File: src/rtl/gobang_board_ctrl_if.sv
// Button pulses into, and board/cursor state out of, the gobang game-state stage.
// The master side presses buttons and watches the board; the slave side is the controller.
interface gobang_board_ctrl_if;
    logic         btn_up;
    logic         btn_down;
    logic         btn_left;
    logic         btn_right;
    logic         btn_place;
    logic         btn_undo;
    logic [224:0] display_black;
    logic [224:0] display_white;
    logic [3:0]   choose_row;
    logic [3:0]   choose_col;
    logic         turn;
    logic [7:0]   move_count;
    logic         place_ok;
    logic         op_err;
    logic         board_full;

    modport master (
        output btn_up, btn_down, btn_left, btn_right, btn_place, btn_undo,
        input  display_black, display_white, choose_row, choose_col,
               turn, move_count, place_ok, op_err, board_full
    );

    modport slave (
        input  btn_up, btn_down, btn_left, btn_right, btn_place, btn_undo,
        output display_black, display_white, choose_row, choose_col,
               turn, move_count, place_ok, op_err, board_full
    );
endinterface

File: src/rtl/gobang_board_ctrl.sv
// Gobang game state: cursor, alternating stone placement, full-board detect; one-level undo under GOBANG_UNDO_EN.
// Latency: one button action per cycle, visible on the outputs one edge after it is sampled.
// Backpressure: none; simultaneous pulses resolve place > undo > up > down > left > right, the rest are dropped.
module gobang_board_ctrl #(
    parameter int BOARD_N     = 15,
    parameter int CURSOR_ROW0 = 7,
    parameter int CURSOR_COL0 = 7
) (
    input  logic                clk,
    input  logic                rst,
    gobang_board_ctrl_if.slave  bus
);
    localparam int          CELLS  = BOARD_N * BOARD_N;
    localparam logic [3:0]  EDGE_HI = 4'(BOARD_N - 1);
    localparam logic [0:0]  S_PLAY = 1'b0;
    localparam logic [0:0]  S_FULL = 1'b1;

    logic [CELLS-1:0] black;
    logic [CELLS-1:0] white;
    logic [3:0]       row;
    logic [3:0]       col;
    logic             turn;
    logic [7:0]       move_count;
    logic             place_ok;
    logic             op_err;
    logic [0:0]       state;
    logic [7:0]       cur_idx;
    logic             occupied;

    assign cur_idx  = 8'(row) * 8'(BOARD_N) + 8'(col);
    assign occupied = black[cur_idx] | white[cur_idx];

`ifdef GOBANG_UNDO_EN
    logic [7:0] undo_idx;
    logic       undo_vld;

    always_ff @(posedge clk or negedge rst) begin
        if (!rst) begin
            undo_idx <= '0;
            undo_vld <= 1'b0;
        end else if (bus.btn_place) begin
            if (state == S_PLAY && !occupied) begin
                undo_idx <= cur_idx;
                undo_vld <= 1'b1;
            end
        end else if (bus.btn_undo) begin
            undo_vld <= 1'b0;
        end
    end
`endif

    always_ff @(posedge clk or negedge rst) begin
        if (!rst) begin
            black      <= '0;
            white      <= '0;
            row        <= 4'(CURSOR_ROW0);
            col        <= 4'(CURSOR_COL0);
            turn       <= 1'b0;
            move_count <= '0;
            place_ok   <= 1'b0;
            op_err     <= 1'b0;
            state      <= S_PLAY;
        end else begin
            place_ok <= 1'b0;
            op_err   <= 1'b0;
            if (bus.btn_place) begin
                // In S_FULL every cell is occupied, but the state check keeps the intent explicit.
                if (state == S_FULL || occupied) begin
                    op_err <= 1'b1;
                end else begin
                    if (turn) white[cur_idx] <= 1'b1;
                    else      black[cur_idx] <= 1'b1;
                    turn       <= ~turn;
                    move_count <= move_count + 8'd1;
                    place_ok   <= 1'b1;
                    if (move_count == 8'(CELLS - 1)) state <= S_FULL;
                end
            end
`ifdef GOBANG_UNDO_EN
            else if (bus.btn_undo) begin
                if (!undo_vld) begin
                    op_err <= 1'b1;
                end else begin
                    black[undo_idx] <= 1'b0;
                    white[undo_idx] <= 1'b0;
                    turn            <= ~turn;
                    move_count      <= move_count - 8'd1;
                    row             <= 4'(undo_idx / 8'(BOARD_N));
                    col             <= 4'(undo_idx % 8'(BOARD_N));
                    state           <= S_PLAY;
                end
            end
`endif
            else if (bus.btn_up) begin
                if (row != 4'd0) row <= row - 4'd1;
            end else if (bus.btn_down) begin
                if (row != EDGE_HI) row <= row + 4'd1;
            end else if (bus.btn_left) begin
                if (col != 4'd0) col <= col - 4'd1;
            end else if (bus.btn_right) begin
                if (col != EDGE_HI) col <= col + 4'd1;
            end
        end
    end

    assign bus.display_black = black;
    assign bus.display_white = white;
    assign bus.choose_row    = row;
    assign bus.choose_col    = col;
    assign bus.turn          = turn;
    assign bus.move_count    = move_count;
    assign bus.place_ok      = place_ok;
    assign bus.op_err        = op_err;
    assign bus.board_full    = (state == S_FULL);
endmodule

File: src/flat_wrapper.sv
// flat-port wrapper written by rule: the top's interface ports become plain ports
module gobang_board_ctrl_flat 
#(
    parameter int BOARD_N     = 15,
    parameter int CURSOR_ROW0 = 7,
    parameter int CURSOR_COL0 = 7
)
  (clk, rst, bus_btn_up, bus_btn_down, bus_btn_left, bus_btn_right, bus_btn_place, bus_btn_undo, bus_display_black, bus_display_white, bus_choose_row, bus_choose_col, bus_turn, bus_move_count, bus_place_ok, bus_op_err, bus_board_full);
  gobang_board_ctrl_if bus_i ();
  input  logic clk;
  input  logic rst;
  input wire logic [$bits(bus_i.btn_up)-1:0] bus_btn_up;
  input wire logic [$bits(bus_i.btn_down)-1:0] bus_btn_down;
  input wire logic [$bits(bus_i.btn_left)-1:0] bus_btn_left;
  input wire logic [$bits(bus_i.btn_right)-1:0] bus_btn_right;
  input wire logic [$bits(bus_i.btn_place)-1:0] bus_btn_place;
  input wire logic [$bits(bus_i.btn_undo)-1:0] bus_btn_undo;
  output wire logic [$bits(bus_i.display_black)-1:0] bus_display_black;
  output wire logic [$bits(bus_i.display_white)-1:0] bus_display_white;
  output wire logic [$bits(bus_i.choose_row)-1:0] bus_choose_row;
  output wire logic [$bits(bus_i.choose_col)-1:0] bus_choose_col;
  output wire logic [$bits(bus_i.turn)-1:0] bus_turn;
  output wire logic [$bits(bus_i.move_count)-1:0] bus_move_count;
  output wire logic [$bits(bus_i.place_ok)-1:0] bus_place_ok;
  output wire logic [$bits(bus_i.op_err)-1:0] bus_op_err;
  output wire logic [$bits(bus_i.board_full)-1:0] bus_board_full;
  assign bus_i.btn_up = bus_btn_up;
  assign bus_i.btn_down = bus_btn_down;
  assign bus_i.btn_left = bus_btn_left;
  assign bus_i.btn_right = bus_btn_right;
  assign bus_i.btn_place = bus_btn_place;
  assign bus_i.btn_undo = bus_btn_undo;
  assign bus_display_black = bus_i.display_black;
  assign bus_display_white = bus_i.display_white;
  assign bus_choose_row = bus_i.choose_row;
  assign bus_choose_col = bus_i.choose_col;
  assign bus_turn = bus_i.turn;
  assign bus_move_count = bus_i.move_count;
  assign bus_place_ok = bus_i.place_ok;
  assign bus_op_err = bus_i.op_err;
  assign bus_board_full = bus_i.board_full;
  gobang_board_ctrl #(.BOARD_N(BOARD_N), .CURSOR_ROW0(CURSOR_ROW0), .CURSOR_COL0(CURSOR_COL0)) u_core (.clk(clk), .rst(rst), .bus(bus_i));
endmodule
File: config.mk
export PLATFORM = sky130hd
export DESIGN_NAME = gobang_board_ctrl_flat
export DESIGN_NICKNAME = d
export VERILOG_FILES = /design/src/rtl/gobang_board_ctrl_if.sv /design/src/rtl/gobang_board_ctrl.sv /design/src/flat_wrapper.sv
export SDC_FILE = /design/constraint.sdc
export NUM_CORES = 1
export LEC_CHECK = 0
export BUFFER_PORTS_ARGS = -buffer_cell sky130_fd_sc_hd__buf_2
export CORE_MARGIN = 5
export CORE_UTILIZATION = 49
export DETAILED_ROUTE_END_ITERATION = 10
export PLACE_DENSITY = 0.77
export SKIP_CTS_REPAIR_TIMING = 1
export SLEW_MARGIN = 20
export SYNTH_ARGS = -nofsm -noshare
export SYNTH_HDL_FRONTEND = slang
export SYNTH_SLANG_ARGS = --single-unit
File: constraint.sdc
create_clock -name clk -period 5.1 [get_ports clk]
set_input_delay 0.51 -clock clk [delete_from_list [all_inputs] [get_ports clk]]
set_output_delay 0.51 -clock clk [all_outputs]
set_load 0.1 [all_outputs]
==> out/results.tsv <==
stage	metric	value	unit
yosys	synth cell count leaders	464 x dfrtp_1, 277 x a21o_1, 194 x nor2_1	
worst_setup_path	CP top delay family	adder cells	
floorplanning	Top Ports	478	
clock_tree	clock-pin slew on the worst setup and hold paths	0.06	ns
clock_tree	worst-case clock buffer depth	3	
yosys	top-area cell type share of the netlist area	57.1	%
yosys	Synth Register Bits	470	
placed_design	placer congestion estimate	0.925	
clock_tree	CTS tree	yes	
placed_design	DP Worst Slack	-0.403	ns
global_routing	global route overflow	0	
floorplanning	die height	214	um
drt	Final ANT Viol Nets	0	
run_status	violated checks	setup timing	
floorplanning	core footprint	40900	um^2
worst_setup_path	CP Data Arrival Time	5.88	ns
sta	count of final hold-check violations	0	
clock_tree	Clk Latency, worst-skew pair	0.60	ns
floorplanning	die width	214	um
run_status	outcome	finished with violations	
floorplanning	starting density of the core	49.7	%
yosys	post-synth top area cell	dfrtp_1	
placed_design	Placed Area	24400	um^2
yosys	yosys warns	0	
yosys	Syn Nets	1820	
sta	final setup fails	351	
sta	PnR worst setup slack	-0.265	ns
sta	Slew Limit Headroom	42.5	%
min_path	worst hold-check path type	in -> async	
finish	layout cells sized above 1	35.7	%
worst_setup_path	Reg2Reg Depth	18	
sta	FMAX	186	MHz
drt	1st-iter DRT viols	2242	
global_routing	vias in the first global route	18170	
yosys	Synth Instances	1776	
worst_setup_path	CP required	5.62	ns
drt	Vias	18916	
sta	Worst-Margin Slew	0.862	ns
finish	final core utilization	67.5	%
drt	drt pass-1 iters	10	
floorplanning	Cell Rows	74	
global_routing	first-pass GRT wire length	118	mm
drt	drc violations	0	
yosys	Avg Cell Area, Syn	11.5	um^2
worst_setup_path	WP depth	18	
drt	DR vias/cell	6.34	
yosys	Post-synth EDFFs	0	
yosys	Synth Flop Type	dfrtp_1	
clock_tree	clock sinks	470	
worst_setup_path	worst path bufs/invs	5	
clock_tree	CTS H-tree depth	2	
worst_setup_path	Worst Setup Start Kind	register	
worst_setup_path	CP Cell Sequence	fa_2 -> fa_1 -> inv_1 -> fa_1 -> inv_2 -> ha_4 -> xor2_4 -> buf_12 -> nand2_4 -> a211oi_1 -> buf_4 -> nor4_1 -> a22o_1 -> a2111o_1 -> and3b_2 -> and2_4 -> buf_4 -> a21o_1	
clock_tree	TritonCTS Buffers	50	
yosys	Synth area leaders	dfrtp_1 57%, a21o_1 10%, o21bai_1 6.0%, nor2_1 3.6%, nor3_1 2.3%	
yosys	most common cell in the netlist	dfrtp_1	
yosys	Post-Syn Area	20300	um^2
finish	Synth-to-Final Area Change	35.7	%
finish	Final #Nets	2457	
flow_run	max cap viols	0	
worst_setup_path	CP Class	reg -> reg	
yosys	ys async rst share	100	%
sta	final hold slack	0.00517	ns
worst_setup_path	max incr delay on CP	0.62	ns
worst_setup_path	Critical Path Sink Type	register	
drt	drt wl/cell	29.7	um
sta	Final Skew	0.0285	ns
global_routing	initial antenna violation count	4	
worst_setup_path	CP Max Fanout	10	
sta	Final Max Tran Viols	0	
sta	final worst path period share	105	%
placed_design	buffers added on ports	476	
finish	final instance area	27600	um^2
placed_design	DP HPWL	59.9	mm
yosys	unique cell type count in the Yosys netlist	73	
sta	min Tclk post-route	5.37	ns
sta	RSZ-0062 raised after global routing	yes	
drt	wirelength, routed	88.6	mm
global_routing	largest net degree at the start of global routing	127	
floorplanning	die area	45700	um^2
global_routing	GRT Util Overall	34.5	%
worst_setup_path	slowest CP cell	dfstp_4	
clock_tree	clk root buf	clkbuf_16	
yosys	Seq/Total Area, Yosys	57.8	%
[state kept, by name, summed over array words and instances (netlist names)]
register / flops
u_core.bus.turn: 1
u_core.bus.op_err: 1
u_core.bus.choose_row: 4
u_core.bus.display_white: 225
u_core.bus.choose_col: 4
u_core.bus.board_full: 1
u_core.bus.move_count: 8
u_core.bus.display_black: 225
u_core.bus.place_ok: 1
[placed cells by master (no fill, tap or decap), drive strengths merged, types with 9 or more instances in the layout]
| master | instances |
|---|---|
| a211oi | 45 |
| a21o | 277 |
| a21oi | 70 |
| a31o | 15 |
| buf | 668 |
| clkbuf | 97 |
| dfrtp | 464 |
| fa | 9 |
| ha | 27 |
| inv | 23 |
| mux4 | 19 |
| nand2 | 87 |
| nand3 | 31 |
| nor2 | 195 |
| nor3 | 92 |
| nor4 | 12 |
| o21bai | 162 |
| xnor2 | 16 |
[path summary, 6_finish.rpt]
path                                         startpoint                       endpoint  slack, ns
hold / removal                                      rst  u_core.bus.display_black[181]      0.005
hold reg to reg            u_core.bus.display_black[22]   u_core.bus.display_black[22]       0.47
max in group asynchronous                           rst  u_core.bus.display_black[138]       3.80
setup reg to reg               u_core.bus.choose_row[0]   u_core.bus.display_white[90]      -0.27
min in group clk                          bus_btn_place              u_core.bus.op_err       0.35
setup / recovery               u_core.bus.choose_row[0]   u_core.bus.display_white[90]      -0.27
[final cells by class]
| type | count | area, um^2 |
|---|---|---|
| antenna | 1 | 2.50 |
| clock buffer | 72 | 1500 |
| clock inverter | 18 | 244 |
| fill | 3041 | 13300 |
| inverter | 20 | 75.1 |
| multi-input combinational | 1178 | 8350 |
| sequential | 470 | 11800 |
| tap | 532 | 666 |
| timing repair buffer | 693 | 5000 |
[logic make-up after synthesis]
logic type                 share of synthesized area (%)
adders and majority gates                           2.55
DFF                                                 57.8
xor gates and xnor gates                            1.10
and+or+nand+nor                                     10.4
muxes                                               2.16
buffers and inverters                               3.15
AOI/OAI and AO/OA                                   22.8
[through the flow]
step | cells | setup TNS (ns)
floorplan | 1776 | 0
global placement | 2833 | -67.27
detailed placement | 2833 | -71.31
CTS | 2923 | -92.20
global route | 2983 | -87.29
finish | 2984 | -52.76
[layer usage]
metal / up-vias / track usage (%) / part of all wire, % / routed length [um]
li1: 7704 / - / - / -
met1: 9570 / 45.0 / 36 / 32100
met2: 1343 / 54.4 / 46 / 40900
met3: 295 / 9.95 / 12 / 10600
met4: 4 / 15.0 / 5.6 / 4960
met5: - / 0 / 0.038 / 34
Power is left out: the tool's default activity adds up to more than one toggle a clock period on the data nets, which glitch-free logic cannot reach.
